===== config.mk =====
export PLATFORM = sky130hd
export DESIGN_NAME = reg_bus_initiator
export DESIGN_NICKNAME = d
export VERILOG_FILES = /design/src/rtl/reg_bus_initiator.sv
export SDC_FILE = /design/constraint.sdc
export NUM_CORES = 1
export LEC_CHECK = 0
export ABC_AREA = 1
export BUFFER_PORTS_ARGS = -buffer_cell sky130_fd_sc_hd__buf_2
export CORE_MARGIN = 2
export CORE_UTILIZATION = 45
export CTS_CLUSTER_DIAMETER = 40
export DETAILED_ROUTE_END_ITERATION = 16
export PLACE_DENSITY = 0.69
export SYNTH_ARGS = -nofsm -noshare
export SYNTH_HDL_FRONTEND = slang
export SYNTH_SLANG_ARGS = --single-unit

===== constraint.sdc =====
create_clock -name clk_i -period 5.5 [get_ports clk_i]
set_input_delay 0.275 -clock clk_i [delete_from_list [all_inputs] [get_ports clk_i]]
set_output_delay 0.275 -clock clk_i [all_outputs]
set_load 0.1 [all_outputs]

===== src/rtl/reg_bus_initiator.sv =====
// Register-bus initiator: queues host commands in a small FIFO and issues them one at a
// time to a CSR responder, returning one in-order response per command with timeout guard.

package reg_bus_pkg;

    typedef struct packed {
        logic [31:0] addr;
        logic        write;
        logic [31:0] wdata;
        logic [3:0]  wstrb;
        logic        valid;
    } reg_req_t;

    typedef struct packed {
        logic [31:0] rdata;
        logic        error;
        logic        ready;
    } reg_rsp_t;

    // Queued command as accepted from the host side
    typedef struct packed {
        logic        write;
        logic [31:0] addr;
        logic [31:0] wdata;
        logic [3:0]  wstrb;
    } cmd_t;

endpackage

module reg_bus_initiator #(
    parameter type         reg_req_t      = reg_bus_pkg::reg_req_t,
    parameter type         reg_rsp_t      = reg_bus_pkg::reg_rsp_t,
    parameter int unsigned DEPTH          = 4,
    parameter int unsigned TIMEOUT_CYCLES = 64
) (
    input  logic                     clk_i,
    input  logic                     rst_ni,
    input  logic                     cmd_valid_i,
    output logic                     cmd_ready_o,
    input  logic                     cmd_write_i,
    input  logic [31:0]              cmd_addr_i,
    input  logic [31:0]              cmd_wdata_i,
    input  logic [3:0]               cmd_wstrb_i,
    output reg_req_t                 reg_req_o,
    input  reg_rsp_t                 reg_rsp_i,
    output logic                     rsp_valid_o,
    input  logic                     rsp_ready_i,
    output logic [31:0]              rsp_rdata_o,
    output logic                     rsp_error_o,
    output logic                     rsp_timeout_o,
    output logic                     busy_o,
    output logic [$clog2(DEPTH):0]   level_o
);

    localparam int unsigned PW      = $clog2(DEPTH);
    localparam int unsigned LW      = PW + 1;
    localparam logic [15:0] TmoLast = 16'(TIMEOUT_CYCLES - 1);

    typedef enum logic [1:0] {StIdle, StReq, StResp} state_e;

    reg_bus_pkg::cmd_t r_mem [DEPTH];
    logic [PW-1:0]     r_wptr, r_rptr;
    logic [LW-1:0]     r_level;
    state_e            r_state, w_state_next;
    reg_req_t          r_req;
    logic [15:0]       r_tcnt;
    logic              r_rsp_valid, r_rsp_error, r_rsp_timeout;
    logic [31:0]       r_rsp_rdata;

    logic              w_full, w_empty, w_push, w_pop, w_complete, w_abandon;
    reg_bus_pkg::cmd_t w_head;

    // Ready depends on occupancy only, so a full FIFO never accepts even while popping
    assign w_full  = (r_level == LW'(DEPTH));
    assign w_empty = (r_level == '0);
    assign w_push  = cmd_valid_i && !w_full;
    assign w_head  = r_mem[r_rptr];

    assign cmd_ready_o   = !w_full;
    assign level_o       = r_level;
    assign busy_o        = !w_empty || (r_state != StIdle);
    assign reg_req_o     = r_req;
    assign rsp_valid_o   = r_rsp_valid;
    assign rsp_rdata_o   = r_rsp_rdata;
    assign rsp_error_o   = r_rsp_error;
    assign rsp_timeout_o = r_rsp_timeout;

    // FIFO storage write port; contents need no reset since level gates every read
    always_ff @(posedge clk_i) begin
        if (w_push) begin
            r_mem[r_wptr] <= '{write: cmd_write_i, addr: cmd_addr_i,
                               wdata: cmd_wdata_i, wstrb: cmd_wstrb_i};
        end
    end

    // FIFO pointers and occupancy
    always_ff @(posedge clk_i or negedge rst_ni) begin
        if (!rst_ni) begin
            r_wptr  <= '0;
            r_rptr  <= '0;
            r_level <= '0;
        end else begin
            if (w_push) r_wptr <= r_wptr + 1'b1;
            if (w_pop)  r_rptr <= r_rptr + 1'b1;
            case ({w_push, w_pop})
                2'b10:   r_level <= r_level + 1'b1;
                2'b01:   r_level <= r_level - 1'b1;
                default: r_level <= r_level;
            endcase
        end
    end

    // FSM state register
    always_ff @(posedge clk_i or negedge rst_ni) begin
        if (!rst_ni) r_state <= StIdle;
        else         r_state <= w_state_next;
    end

    // FSM next state plus pop/complete/abandon strobes
    always_comb begin
        w_state_next = r_state;
        w_pop        = 1'b0;
        w_complete   = 1'b0;
        w_abandon    = 1'b0;
        unique case (r_state)
            StIdle: begin
                if (!w_empty) begin
                    w_pop        = 1'b1;
                    w_state_next = StReq;
                end
            end
            StReq: begin
                // A ready in the final timeout cycle still completes normally
                if (reg_rsp_i.ready) begin
                    w_complete   = 1'b1;
                    w_state_next = StResp;
                end else if ((TIMEOUT_CYCLES != 0) && (r_tcnt == TmoLast)) begin
                    w_abandon    = 1'b1;
                    w_state_next = StResp;
                end
            end
            StResp: begin
                if (rsp_ready_i) begin
                    if (!w_empty) begin
                        w_pop        = 1'b1;
                        w_state_next = StReq;
                    end else begin
                        w_state_next = StIdle;
                    end
                end
            end
            default: w_state_next = StIdle;
        endcase
    end

    // Request register and timeout counter; reads drive zero wdata/wstrb on the bus
    always_ff @(posedge clk_i or negedge rst_ni) begin
        if (!rst_ni) begin
            r_req  <= '0;
            r_tcnt <= '0;
        end else if (w_pop) begin
            r_req.addr  <= w_head.addr;
            r_req.write <= w_head.write;
            r_req.wdata <= w_head.write ? w_head.wdata : '0;
            r_req.wstrb <= w_head.write ? w_head.wstrb : '0;
            r_req.valid <= 1'b1;
            r_tcnt      <= '0;
        end else if (w_complete || w_abandon) begin
            r_req <= '0;
        end else if (r_state == StReq) begin
            r_tcnt <= r_tcnt + 16'd1;
        end
    end

    // Response register, held until the consumer takes it
    always_ff @(posedge clk_i or negedge rst_ni) begin
        if (!rst_ni) begin
            r_rsp_valid   <= 1'b0;
            r_rsp_rdata   <= '0;
            r_rsp_error   <= 1'b0;
            r_rsp_timeout <= 1'b0;
        end else if (w_complete) begin
            r_rsp_valid   <= 1'b1;
            r_rsp_rdata   <= r_req.write ? '0 : reg_rsp_i.rdata;
            r_rsp_error   <= reg_rsp_i.error;
            r_rsp_timeout <= 1'b0;
        end else if (w_abandon) begin
            r_rsp_valid   <= 1'b1;
            r_rsp_rdata   <= '0;
            r_rsp_error   <= 1'b1;
            r_rsp_timeout <= 1'b1;
        end else if (r_rsp_valid && rsp_ready_i) begin
            r_rsp_valid <= 1'b0;
        end
    end

endmodule

==> out/qor.txt <==
===============================================================================================
Maximum clock frequency                                                                 330 MHz
Most frequent CP cell                                                              sky130_fd_sc_hd__nand2_1
Ratio of cells with drive above 1 in the final layout                                     20.5%
Fin Clk Skew                                                                          0.0230 ns
Slack of the worst reg-to-reg path                                                      2.47 ns
Total grt overflow                                                                            0
Largest net degree at the start of global routing                                            90
Fraction of power spent switching nets                                                    45.7%
Reg-to-reg critical path startpoint                                                  level_o[0]
Final Cycle Share                                                                         55.1%
Placeable core region                                                                34500 um^2
Clock power share                                                                         25.5%
Cts repair resizes                                                                            0
Power Internal                                                                          7.09 mW
Avg WL per Cell                                                                         16.8 um
Capturing point of the worst reg2reg path                                          reg_req_o[54]
Number of cells after detailed placement                                                   1971
Max-slew violations                                                                           0
Number of instances in the synthesized netlist                                             1355
Reported net switching power                                                            5.96 mW
Remaining number of nets flagged by the antenna check after routing                           0
Via count of the first global-routing pass                                                11000
Cells along the critical path                                                      inv_1 > nand3_1 > nand2_2 > inv_2 > nor2_4 > buf_4 > nand2_1 > nand2_1
Std cell rows                                                                                68
Count of buffers added by post-CTS timing repair for setup                                    0
Number of storage elements in the synthesis netlist                                         406
Post-layout net count                                                                      1784
Worst setup path startpoint                                                          level_o[0]
Net count of the mapped netlist                                                            1469
Critical path type                                                                 flop to flop
Most frequent cells in the layout                                                  393 x sky130_fd_sc_hd__nand2_1, 276 x sky130_fd_sc_hd__edfxtp_1, 215 x sky130_fd_sc_hd__buf_2
Number of buffer and inverter stages on the critical path                                     3
Global-route usage over all layers                                                        19.8%
Critical path peak fanout                                                                    41
Final standard cell area without fillers                                             20100 um^2
Unrepaired setup endpoints after global routing                                           false
Max-slew headroom at the worst pin                                                        31.5%
Capture point of the worst path                                                    reg_req_o[54]
Skew-Pair Late Insertion Delay                                                          0.56 ns
Max capacitance violation total                                                               0
Clock input transition at the sequential cells of the worst setup and hold paths        0.06 ns
Initial antenna violation count                                                               4
Clock root buffer                                                                  sky130_fd_sc_hd__clkbuf_16
Wire length of the first global-routing pass                                           56600 um
CTS tree                                                                                    yes
Max stage delay cell, worst path                                                   sky130_fd_sc_hd__nor2_4
Syn avg cell area                                                                     11.7 um^2
Worst hold path cell count                                                                    3
Setup crit end kind                                                                        flop
Hold/Removal Path Class                                                            primary input to flop
Stages on worst setup path                                                                    8
Final routed DRC violation total                                                              0
Combinational group share of total power                                                  40.1%
Number of optimization iterations in the first detailed-route pass                            5
Full die area                                                                        36600 um^2
Layout area overhead                                                                      27.0%
I/O Pins                                                                                    217
Data required time of the worst path                                                    5.99 ns
Sink Count                                                                                  406
Minimum clock period after layout                                                       3.03 ns
Hold Fails Final Rpt                                                                          0
Number of DRC markers after the initial detailed-route iteration                            626
Placed wire-length estimate after detailed placement                                   20400 um
Netlist area before placement                                                        15800 um^2
Initial cell density of the core                                                          45.7%
Setup-failing EPs final                                                                       0
Worst Max-Slew Pin Slew                                                                 1.03 ns
Most common cell after layout, fill and taps aside                                 sky130_fd_sc_hd__nand2_1
Run status                                                                         complete, no violations
Number of buffers between clock root and the deepest sink                                     3
Total number of vias                                                                      11000
Chip width                                                                               191 um
Number of I/O port buffers                                                                  216
Die span in y                                                                            191 um
Total CTS buffers                                                                            51
Sequential cell area fraction in the yosys report                                         73.1%
Unique cell type count in the Yosys netlist                                                  32
Cells on worst reg2reg path                                                                   8
CTS H-tree lvls                                                                               2
Share of total power in sequential cells                                                  34.4%
Highest ir drop seen on vdd                                                              667 uV
Family with the most delay on the worst path                                       simple AND/OR/NAND/NOR gates
Power per cell area                                                                 651 nW/um^2
Via density per instance                                                                   5.05
Sum of routed wire length over all layers                                              36400 um
Final standard cell count with taps included and fillers excluded                          2170
Total cell area at the placement stage                                               17300 um^2
Synth Warn #                                                                                  0
Static leakage power                                                                    8.49 nW
Startpoint class of the critical path                                                      flop
Worst EP arrival                                                                        3.52 ns
Routability-driven placement congestion ratio                                             0.821
Crit-path max cell delay                                                                0.72 ns
===============================================================================================
-- worst min path at each step --
| stage | from | slack (ns) | to |
|---|---|---|---|
| after floorplan | rst_ni | -0.02 | level_o[0] |
| after CTS | reg_rsp_i[28] | 0.007 | rsp_rdata_o[26] |
| final | reg_rsp_i[28] | 0.02 | rsp_rdata_o[26] |
| after detailed placement | rst_ni | 0.42 | rsp_rdata_o[26] |
| after global routing | reg_rsp_i[19] | 0.02 | rsp_rdata_o[17] |
| after global placement | rst_ni | 0.42 | rsp_rdata_o[31] |
-- power groups by stage --
stage               Clock, mW  Sequential (mW)  Combinational [mW]
finish                   3.32             4.49                5.23
detailed placement          0             4.54                5.21
CTS                      3.39             4.49                5.28
global route             3.52             4.56                5.63
floorplan                   0             6.62                2.01
global placement            0             4.53                5.15
-- cell families (layout without fill, tap and decap cells) --
| group | count (synthesis) | in the layout | synth area share [%] |
|---|---|---|---|
| xor+xnor | 8 | 8 | 0.444 |
| other cells | 0 | 4 | 0 |
| simple gates | 649 | 649 | 16.9 |
| fa+ha+maj | 7 | 7 | 0.602 |
| buf+inv | 129 | 485 | 3.56 |
| compound gates | 156 | 156 | 5.38 |
| flops | 406 | 406 | 73.1 |
-- worst register-to-register path, stage by stage (launching register included) --
cell and delay [ns]:
sky130_fd_sc_hd__dfrtp_1 0.43, sky130_fd_sc_hd__inv_1 0.10, sky130_fd_sc_hd__nand3_1 0.10, sky130_fd_sc_hd__nand2_2 0.33, sky130_fd_sc_hd__inv_2 0.45, sky130_fd_sc_hd__nor2_4 0.72, sky130_fd_sc_hd__buf_4 0.62, sky130_fd_sc_hd__nand2_1 0.15
sky130_fd_sc_hd__nand2_1 0.08
-- final cells by class --
| class | count | area [um^2] |
|---|---|---|
| sequential | 406 | 11500 |
| tap | 455 | 569 |
| antenna | 4 | 10.0 |
| clock inverter | 30 | 334 |
| clock buffer | 64 | 1430 |
| inverter | 61 | 231 |
| fill | 2796 | 14500 |
| timing repair buffer | 330 | 2220 |
| multi-input combinational | 820 | 3720 |
-- layer usage --
metal	vias to the layer above	GRT usage (%)	share of wire [%]
met1	5273	24.7	43
met4	0	7.31	2.5
met3	79	4.31	6.6
met5	-	0	0
met2	349	34.0	48
li1	5250	-	-
-- registers in the layout, summed over array words and instances, names as in the netlist --
| name | cells |
|---|---|
| r_mem | 276 |
| r_tcnt | 16 |
| rsp_valid_o | 1 |
| r_wptr | 2 |
| reg_req_o | 70 |
| level_o | 3 |
| rsp_error_o | 1 |
| rsp_timeout_o | 1 |
| rsp_rdata_o | 32 |
| r_state | 2 |
| r_rptr | 2 |
-- what timing repair did --
item                       4_1_cts  5_1_grt
hold buffers                   101        0
hold endpoints to repair       395        0
setup endpoints to repair        0        0
-- through the flow --
| stage | total power, mW | hold WS [ns] | worst slack (ns) | TNS, ns | utilization (%) |
|---|---|---|---|---|---|
| floorplan | 8.64 | -0.0206 | -0.280 | -77.17 | - |
| finish | 13.0 | 0.0247 | 2.47 | 0 | 58.1 |
| CTS | 13.2 | 0.00723 | 2.40 | 0 | 58.0 |
| global placement | 9.68 | 0.419 | 2.48 | 0 | 50.0 |
| detailed placement | 9.76 | 0.419 | 2.40 | 0 | 50.0 |
| global route | 13.7 | 0.0165 | 2.17 | 0 | 58.1 |
-- Yosys cell counts --
cell type / instances / share of area [%]
sky130_fd_sc_hd__inv_2: 4 / 0.095
sky130_fd_sc_hd__buf_6: 6 / 0.43
sky130_fd_sc_hd__or3_1: 1 / 0.040
sky130_fd_sc_hd__ha_1: 6 / 0.48
sky130_fd_sc_hd__nand2_4: 1 / 0.071
sky130_fd_sc_hd__buf_2: 23 / 0.73
sky130_fd_sc_hd__nand2_2: 12 / 0.48
sky130_fd_sc_hd__o21bai_1: 4 / 0.19
sky130_fd_sc_hd__buf_4: 1 / 0.048
sky130_fd_sc_hd__nand3_2: 2 / 0.13
sky130_fd_sc_hd__a21oi_1: 4 / 0.13
sky130_fd_sc_hd__nor2_4: 1 / 0.071
sky130_fd_sc_hd__nor2_1: 115 / 2.7
sky130_fd_sc_hd__nand4_1: 13 / 0.51
sky130_fd_sc_hd__o22ai_1: 36 / 1.4
sky130_fd_sc_hd__clkbuf_1: 36 / 0.86
sky130_fd_sc_hd__nand2_1: 393 / 9.3
sky130_fd_sc_hd__a21oi_4: 1 / 0.10
sky130_fd_sc_hd__buf_1: 2 / 0.048
sky130_fd_sc_hd__o21ai_0: 92 / 2.9
sky130_fd_sc_hd__inv_1: 57 / 1.4
sky130_fd_sc_hd__nand3_1: 106 / 3.4
sky130_fd_sc_hd__nor2_2: 2 / 0.079
sky130_fd_sc_hd__or2_2: 2 / 0.079
sky130_fd_sc_hd__o21ai_1: 18 / 0.57
sky130_fd_sc_hd__xnor2_1: 1 / 0.055
sky130_fd_sc_hd__a21boi_0: 1 / 0.048
sky130_fd_sc_hd__xor2_1: 7 / 0.39
sky130_fd_sc_hd__dfrtp_1: 130 / 21
sky130_fd_sc_hd__or2_4: 1 / 0.055
sky130_fd_sc_hd__fa_1: 1 / 0.13
sky130_fd_sc_hd__edfxtp_1: 276 / 52
Power figures use the tool's default switching activity.
